[config.mk]
export PLATFORM = sky130hd
export DESIGN_NAME = bcd_sub_seq_flat
export DESIGN_NICKNAME = d
export VERILOG_FILES = /design/src/rtl/bcd_sub_seq_pkg.sv /design/src/rtl/bcd_sub_seq_if.sv /design/src/rtl/bcd_digit_sub.sv /design/src/rtl/bcd_sub_seq.sv /design/src/flat_wrapper.sv
export SDC_FILE = /design/constraint.sdc
export NUM_CORES = 1
export LEC_CHECK = 0
export ABC_CLOCK_PERIOD_IN_PS = 5050
export CORE_ASPECT_RATIO = 1.5
export CORE_UTILIZATION = 35
export CTS_CLUSTER_DIAMETER = 150
export DETAILED_ROUTE_END_ITERATION = 10
export SLEW_MARGIN = 20
export SYNTH_ARGS = -nofsm -noshare
export SYNTH_HDL_FRONTEND = slang
export SYNTH_SLANG_ARGS = --single-unit
[constraint.sdc]
create_clock -name clk -period 5.05 [get_ports clk]
set_input_delay 1.01 -clock clk [delete_from_list [all_inputs] [get_ports clk]]
set_output_delay 1.01 -clock clk [all_outputs]
set_load 0.005 [all_outputs]
[src/rtl/bcd_sub_seq_pkg.sv]
// Shared definitions for the BCD arithmetic datapath (adder and subtractor).
package bcd_sub_seq_pkg;

    localparam int unsigned BCD_W   = 4;
    localparam logic [3:0]  BCD_MAX = 4'd9;

    localparam logic [1:0] ST_IDLE = 2'd0;
    localparam logic [1:0] ST_RUN  = 2'd1;
    localparam logic [1:0] ST_DONE = 2'd2;

    function automatic logic digit_invalid(input logic [BCD_W-1:0] d);
        return d > BCD_MAX;
    endfunction

endpackage

[src/rtl/bcd_sub_seq_if.sv]
// Start/busy/done handshake and operand/result bus of the BCD subtractor.
interface bcd_sub_seq_if
    import bcd_sub_seq_pkg::*;
#(
    parameter int unsigned DIGITS = 4
);
    logic                      start;
    logic [BCD_W*DIGITS-1:0]   a;
    logic [BCD_W*DIGITS-1:0]   b;
    logic                      bin;
    logic                      busy;
    logic                      done;
    logic [BCD_W*DIGITS-1:0]   diff;
    logic                      bout;
    logic                      err;

    modport master (
        output start, a, b, bin,
        input  busy, done, diff, bout, err
    );

    modport slave (
        input  start, a, b, bin,
        output busy, done, diff, bout, err
    );
endinterface

[src/rtl/bcd_digit_sub.sv]
// Single-digit BCD subtractor: d = x - y - bi, ten's-complement on borrow.
module bcd_digit_sub
    import bcd_sub_seq_pkg::*;
(
    input  logic [BCD_W-1:0] x,
    input  logic [BCD_W-1:0] y,
    input  logic             bi,
    output logic [BCD_W-1:0] d,
    output logic             bo
);
    logic [BCD_W:0] w_t;
    logic [BCD_W:0] w_adj;

    // Signed 5-bit difference; the top bit is the sign, negative adds 10 back
    always_comb begin
        w_t   = {1'b0, x} - {1'b0, y} - {{BCD_W{1'b0}}, bi};
        w_adj = w_t + (BCD_W+1)'(10);
        if (w_t[BCD_W]) begin
            d  = w_adj[BCD_W-1:0];
            bo = 1'b1;
        end else begin
            d  = w_t[BCD_W-1:0];
            bo = 1'b0;
        end
    end
endmodule

[src/rtl/bcd_sub_seq.sv]
// Digit-serial packed-BCD subtractor: a - b - bin, one digit per clock, LSD first.
module bcd_sub_seq
    import bcd_sub_seq_pkg::*;
#(
    parameter int unsigned DIGITS = 4
)(
    input  logic          clk,
    input  logic          rst,
    bcd_sub_seq_if.slave  bus
);
    localparam int unsigned W     = BCD_W * DIGITS;
    localparam int unsigned IDX_W = (DIGITS > 1) ? $clog2(DIGITS) : 1;

    logic [1:0]       r_state;
    logic [W-1:0]     r_a;
    logic [W-1:0]     r_b;
    logic [W-1:0]     r_work;
    logic [W-1:0]     r_diff;
    logic [IDX_W-1:0] r_idx;
    logic             r_borrow;
    logic             r_err_lat;
    logic             r_bout;
    logic             r_err;

    logic [BCD_W-1:0] w_x;
    logic [BCD_W-1:0] w_y;
    logic [BCD_W-1:0] w_d;
    logic             w_bo;
    logic             w_last;
    logic             w_start_err;
    logic [W-1:0]     w_work_next;

    bcd_digit_sub u_digit (
        .x  (w_x),
        .y  (w_y),
        .bi (r_borrow),
        .d  (w_d),
        .bo (w_bo)
    );

    // Select the current digit pair and merge the new result digit into the work word
    always_comb begin
        w_x         = r_a[r_idx*BCD_W +: BCD_W];
        w_y         = r_b[r_idx*BCD_W +: BCD_W];
        w_last      = (r_idx == IDX_W'(DIGITS - 1));
        w_work_next = r_work;
        w_work_next[r_idx*BCD_W +: BCD_W] = w_d;
    end

    // Flag any non-BCD digit in the operands presented at the start edge
    always_comb begin
        w_start_err = 1'b0;
        for (int unsigned k = 0; k < DIGITS; k++) begin
            if (digit_invalid(bus.a[k*BCD_W +: BCD_W]) ||
                digit_invalid(bus.b[k*BCD_W +: BCD_W]))
                w_start_err = 1'b1;
        end
    end

    // FSM, operand latching, digit iteration and result registers
    always_ff @(posedge clk) begin
        if (rst) begin
            r_state   <= ST_IDLE;
            r_a       <= '0;
            r_b       <= '0;
            r_work    <= '0;
            r_diff    <= '0;
            r_idx     <= '0;
            r_borrow  <= 1'b0;
            r_err_lat <= 1'b0;
            r_bout    <= 1'b0;
            r_err     <= 1'b0;
        end else begin
            case (r_state)
                ST_IDLE: begin
                    if (bus.start) begin
                        r_a       <= bus.a;
                        r_b       <= bus.b;
                        r_borrow  <= bus.bin;
                        r_idx     <= '0;
                        r_work    <= '0;
                        r_err_lat <= w_start_err;
                        r_state   <= ST_RUN;
                    end
                end
                ST_RUN: begin
                    r_work   <= w_work_next;
                    r_borrow <= w_bo;
                    r_idx    <= w_last ? '0 : r_idx + 1'b1;
                    // Results are written on the same edge that enters DONE,
                    // so the last digit is taken from the merged word directly.
                    if (w_last) begin
                        r_diff  <= w_work_next;
                        r_bout  <= w_bo;
                        r_err   <= r_err_lat;
                        r_state <= ST_DONE;
                    end
                end
                ST_DONE: r_state <= ST_IDLE;
                default: r_state <= ST_IDLE;
            endcase
        end
    end

    assign bus.busy = (r_state == ST_RUN);
    assign bus.done = (r_state == ST_DONE);
    assign bus.diff = r_diff;
    assign bus.bout = r_bout;
    assign bus.err  = r_err;
endmodule

[src/flat_wrapper.sv]
// flat-port wrapper written by rule: the top's interface ports become plain ports
module bcd_sub_seq_flat import bcd_sub_seq_pkg::*;
#(
    parameter int unsigned DIGITS = 4
)
  (clk, rst, bus_start, bus_a, bus_b, bus_bin, bus_busy, bus_done, bus_diff, bus_bout, bus_err);
  bcd_sub_seq_if #(.DIGITS(DIGITS)) bus_i ();
  input  logic clk;
  input  logic rst;
  input wire logic [$bits(bus_i.start)-1:0] bus_start;
  input wire logic [$bits(bus_i.a)-1:0] bus_a;
  input wire logic [$bits(bus_i.b)-1:0] bus_b;
  input wire logic [$bits(bus_i.bin)-1:0] bus_bin;
  output wire logic [$bits(bus_i.busy)-1:0] bus_busy;
  output wire logic [$bits(bus_i.done)-1:0] bus_done;
  output wire logic [$bits(bus_i.diff)-1:0] bus_diff;
  output wire logic [$bits(bus_i.bout)-1:0] bus_bout;
  output wire logic [$bits(bus_i.err)-1:0] bus_err;
  assign bus_i.start = bus_start;
  assign bus_i.a = bus_a;
  assign bus_i.b = bus_b;
  assign bus_i.bin = bus_bin;
  assign bus_busy = bus_i.busy;
  assign bus_done = bus_i.done;
  assign bus_diff = bus_i.diff;
  assign bus_bout = bus_i.bout;
  assign bus_err = bus_i.err;
  bcd_sub_seq #(.DIGITS(DIGITS)) u_core (.clk(clk), .rst(rst), .bus(bus_i));
endmodule
# Yosys cells after proc, flatten, opt, wreduce, memory -nomap -nowiden
# Index checks and enable logic that the tools add are counted.
[word_totals]
inputBits = 36
out_inout_bits = 20
reg_bits = 72
[classes]
n_reduce_logical = 10
shifts = 4
muxes = 17
n_eq_ne = 5
add_sub_neg = 5
n_lt_le_gt_ge = 8
[op_table]
columns = ["op", "n"]
rows = [
  ["negator 4 -> 34 bit", 1],
  ["variable shift 4 x 34 -> 16 bit (first input constant)", 1],
  ["indexed part select 4 x 34 -> 16 bit", 1],
  ["greater-than comparator 4 bit (second input constant)", 8],
  ["case mux 16 bit (2 select lines)", 1],
  ["indexed part select 16 x 5 -> 4 bit", 2],
  ["bitwise mux 16 bit", 1],
  ["2-to-1 mux 16 bit", 1],
  ["2-to-1 mux 2 bit", 4],
  ["case mux 2 bit (2 select lines)", 2],
  ["AND reduction 2 bit", 4],
  ["2-to-1 mux 1 bit", 6],
  ["subtractor 4 x 4 -> 5 bit", 1],
  ["subtractor 5 x 1 -> 5 bit", 1],
  ["adder 4 bit (second input constant)", 1],
  ["equality test 2 bit (second input constant)", 2],
  ["logical OR 1 bit", 4],
  ["2-to-1 mux 4 bit", 1],
  ["adder 2 x 1 -> 2 bit (second input constant)", 1],
  ["equality test 2 x 1 -> 1 bit (second input constant)", 1],
  ["logical NOT 2 bit", 1],
  ["!= test 2 x 1 -> 1 bit (second input constant)", 1],
  ["!= test 2 bit (second input constant)", 1],
  ["case mux 1 bit (2 select lines)", 1],
  ["nonzero test 2 bit", 1],
]

# Depth between registers and ports, before layout
[depth]
depth_word = 8
mapped_depth = 12
ltp_nobuf = 11

# Cells and area by module
# A second synthesis with hierarchy kept.
[unflattened]
hier_cells = 391
area_unflattened_um2 = 3488.3
[by_module_without_submodules]
columns = ["module", "seq_area_each_um2", "cells_per_inst", "area_each_um2", "instances"]
rows = [
  ["bcd_sub_seq", 1441.4, 359, 3214.3, 1],
  ["bcd_digit_sub", 0.0, 32, 274.0, 1],
]

# Least setup slack after synthesis
# Ideal clock, no wire load.
[synth_timing]
path_type = "register to register"
startpoint = "register u_core.r_idx[0]"
endpoint = "register u_core.r_work[11]"
setup_ps = 127
stages_incl_launch_ff = 11
n_path_buf = 1
arrival_time_ps = 3398
setup_slack_ps = 1525
cell_sequence = "dfxtp_1 > buf_2 > mux4_2 > fa_1 > fa_1 > xor2_1 > ha_1 > o21ai_0 > o31ai_4 > xor2_2 > o21ai_1"
[synth_between]
elab_chain_len = 8
[synth_lines]
columns = ["item", "line_no", "source"]
rows = [
  ["start, declared", "bcd_sub_seq.sv:19", "logic [IDX_W-1:0] r_idx;"],
  ["start signal, assigned", "bcd_sub_seq.sv:89", "r_idx <= w_last ? '0 : r_idx + 1'b1;"],
  ["indexed part select 16 x 5 -> 4 bit (on tied branches)", "bcd_sub_seq.sv:43, bcd_sub_seq.sv:44", ""],
  ["subtractor 4 x 4 -> 5 bit", "bcd_digit_sub.sv:16", "w_t = {1'b0, x} - {1'b0, y} - {{BCD_W{1'b0}}, bi};"],
  ["subtractor 5 x 1 -> 5 bit", "bcd_digit_sub.sv:16", ""],
  ["adder 4 bit", "bcd_digit_sub.sv:17", "w_adj = w_t + (BCD_W+1)'(10);"],
  ["2-to-1 mux 4 bit", "bcd_digit_sub.sv:18", "if (w_t[BCD_W]) begin"],
  ["indexed part select 4 x 34 -> 16 bit", "bcd_sub_seq.sv:47", "w_work_next[r_idx*BCD_W +: BCD_W] = w_d;"],
  ["bitwise mux 16 bit (*)", "bcd_sub_seq.sv:47", ""],
  ["case mux 16 bit (2 select lines) (*)", "bcd_sub_seq.sv:74", "case (r_state)"],
  ["end signal, assigned", "bcd_sub_seq.sv:87", "r_work <= w_work_next;"],
  ["end, declared", "bcd_sub_seq.sv:17", "logic [W-1:0] r_work;"],
]
# Mark *: on every way between the ends. The rest lies on a longest branch, timed or not.
# A chain may end at the register's enable or synchronous reset.

# Worst setup path after layout
[layout_timing]
startpoint = "register u_core.r_idx[0]"
endpoint = "register u_core.r_work[7]"
# The elaborated chain is that of the path after synthesis.

==> impl_metrics.env <==
export IMPL_status="finished clean"
export IMPL_via_count=3038
export IMPL_numCtsBuffers=9
export IMPL_die_area_um2=10260
export IMPL_syn_area_per_cell_um2=8.493
export IMPL_synth_most_common_cell="nand2_1"
export IMPL_die_w_um=83.05
export IMPL_fill_cells=963
export IMPL_gr_total_overflow=0
export IMPL_skew_ns=0.004593
export IMPL_routed_wl_um=8910
export IMPL_post_cts_resized=0
export IMPL_yosysTopAreaCell="dfxtp_1"
export IMPL_layout_cells_non_filler=568
export IMPL_hold_violations=0
export IMPL_post_dp_cell_area_um2=4035
export IMPL_htree_levels=3
export IMPL_async_flop_share_pct=0
export IMPL_wl_per_cell_um=15.69
export IMPL_final_period_utilization_pct=77.92
export IMPL_yosysTopAreaCellShare_pct=41.80
export IMPL_first_global_vias=2906
export IMPL_netlist_top_cells_area="dfxtp_1 (42%), nand2_1 (9.9%), a21oi_1 (8.0%)"
export IMPL_antenna_cells=0
export IMPL_clk_root_buffer_cell="clkbuf_16"
export IMPL_arrival_ns=4.15
export IMPL_finalNetCount=497
export IMPL_ant_nets=0
export IMPL_ir_worst_vdd_uv=220.4
export IMPL_start_util_pct=35.79
export IMPL_ios=56
export IMPL_post_cts_buffers=0
export IMPL_drtPass1Iterations=4
export IMPL_rows=44
export IMPL_drv_cap=0
export IMPL_drtIter0Drc=139
export IMPL_yosysWarnings=0
export IMPL_place_congestion=0.8511
export IMPL_clock_latency_ns=0.34
export IMPL_endpoint_kind="flop"
export IMPL_synth_edf_count=0
export IMPL_syn_area_um2=3448
export IMPL_track_usage_pct=18.41
export IMPL_clk_pin_slew_ns=0.06
export IMPL_worstPathMaxFanout=17
export IMPL_cts_sinks=72
export IMPL_synthFlopType="dfxtp_1"
export IMPL_hold_path_class="flop to flop"
export IMPL_cp_required_ns=5.26
export IMPL_ys_seq_elements=72
export IMPL_grt_first_pass_wirelength_um=14500
export IMPL_rsz0062_at_grt="false"
export IMPL_die_y_um=123.6
export IMPL_drv_slew=0
export IMPL_syn_inst=406
export IMPL_power_density_nw_per_um2=361.4
export IMPL_dp_cells=552
export IMPL_tns_ns=0
export IMPL_drc_errors=0
export IMPL_maxSlewHeadroom_pct=41.70
export IMPL_fin_crit_ns=3.935
export IMPL_setup_viol=0
export IMPL_grt_start_max_net_pins=53
export IMPL_power_leakage_nw=1.591
export IMPL_ys_top_cells_by_count="nand2_1 (91), dfxtp_1 (72), a21oi_1 (55)"
export IMPL_ctsLongestPathBuffers=2
export IMPL_stdcell_area_um2=4357
export IMPL_dp_hpwl_um=6366
export IMPL_cp_start_kind="flop"
export IMPL_port_buffers=55
export IMPL_criticalPathCategory="flop to flop"
export IMPL_drive_above_1_share_pct=8.609
export IMPL_core_um2=9634
export IMPL_vias_per_cell=5.349
export IMPL_worst_slew_pin_transition_ns=0.8733
export IMPL_syn_nets=455
export IMPL_fin_total_pwr_mw=1.574
export IMPL_synth_distinct_cells=50
export IMPL_antenna_found_initial=0
export IMPL_cts_hold_buf=0
export IMPL_cts_tree="yes"
export IMPL_area_growth_syn_to_layout_pct=26.34
export IMPL_fmax_mhz=254.1
export IMPL_synth_seq_area_share_pct=41.80
[worst paths after layout]
check	startpoint	endpoint	slack, ns	depth (start not counted)
worst max-delay path	u_core.r_idx[0]$_SDFFE_PP0P_	u_core.r_work[7]$_SDFFE_PP0P_	1.11	9
worst min-delay path	u_core.r_err_lat$_SDFFE_PP0P_	u_core.bus.err$_SDFFE_PP0P_	0.45	2
worst max register to register	u_core.r_idx[0]$_SDFFE_PP0P_	u_core.r_work[7]$_SDFFE_PP0P_	1.11	9
worst min register to register	u_core.r_err_lat$_SDFFE_PP0P_	u_core.bus.err$_SDFFE_PP0P_	0.45	2
[cell families after synthesis]
family / share of synthesized area, %
fa+ha+maj: 5.152
mux: 5.225
buf+inv: 5.043
xor+xnor: 2.177
compound gates: 20.83
simple gates: 19.78
flops: 41.80
[where the power goes]
group | leakage, nW | internal [mW] | switching [mW]
Sequential | 0.586 | 0.590 | 0.0174
Combinational | 0.857 | 0.119 | 0.168
Clock | 0.148 | 0.432 | 0.248
Total | 1.59 | 1.14 | 0.434
[cell type report]
type / count / area, um^2 / share of cell area (%)
Tap cell: 115 / 143.9 / 3.303
Clock inverter: 7 / 96.34 / 2.211
Timing Repair Buffer: 56 / 553.0 / 12.69
Clock buffer: 9 / 225.2 / 5.169
Sequential cell: 72 / 1441 / 33.08
Multi-Input combinational cell: 294 / 1841 / 42.25
Inverter: 15 / 56.30 / 1.292
[critical path: stages (launching register included)]
cell	delay, ns
dfxtp_1	0.89
mux4_2	0.61
fa_1	0.42
fa_1	0.50
xor2_1	0.18
ha_1	0.25
o21ai_0	0.31
o31ai_4	0.14
xor2_2	0.38
o21ai_1	0.13
[sequential cells by signal, summed over array words and instances, names as in the netlist]
name and cells:
u_core.bus.diff 16, u_core.r_a 16, u_core.r_b 16, u_core.r_work 16, u_core.r_idx 2, u_core.r_state 2, u_core.bus.bout 1, u_core.bus.err 1
u_core.r_borrow 1, u_core.r_err_lat 1
[cells in the final DEF (no fill, tap or decap), drive strengths merged, types with 3 or more instances in the layout]
cell,n
nand2,91
dfxtp,72
a21oi,55
clkdlybuf4s50,54
o21ai,28
nor2,25
inv,15
ha,11
clkbuf,9
mux4,7
a22oi,6
nand3,6
a22o,4
a32o,4
a21o,4
o221ai,4
and3,4
a31oi,4
a221oi,4
nor2b,3
nand2b,3
clkinvlp,3
xor2,3
nor4b,3
nor3b,3
[routing by layer]
layer / wire [um] / part of all wire, % / up-vias / GRT usage [%]
met2: 4685 / 53 / 81 / 33.86
li1: - / - / 1499 / -
met4: 219 / 2.5 / 0 / 8.728
met5: 0 / 0 / - / 0
met1: 3652 / 41 / 1443 / 20.43
met3: 352 / 4.0 / 15 / 3.471
[stage by stage]
step | hold slack (ns) | util [%] | worst slack [ns]
floorplan | 0.4248 | - | 1.525
CTS | 0.4548 | 45.22 | 1.091
global placement | 0.4354 | 41.83 | 1.198
global route | 0.4748 | 45.22 | 0.8873
detailed placement | 0.4428 | 41.88 | 1.092
finish | 0.4483 | 45.22 | 1.115
Note: power is estimated with default switching activity, not from simulation.
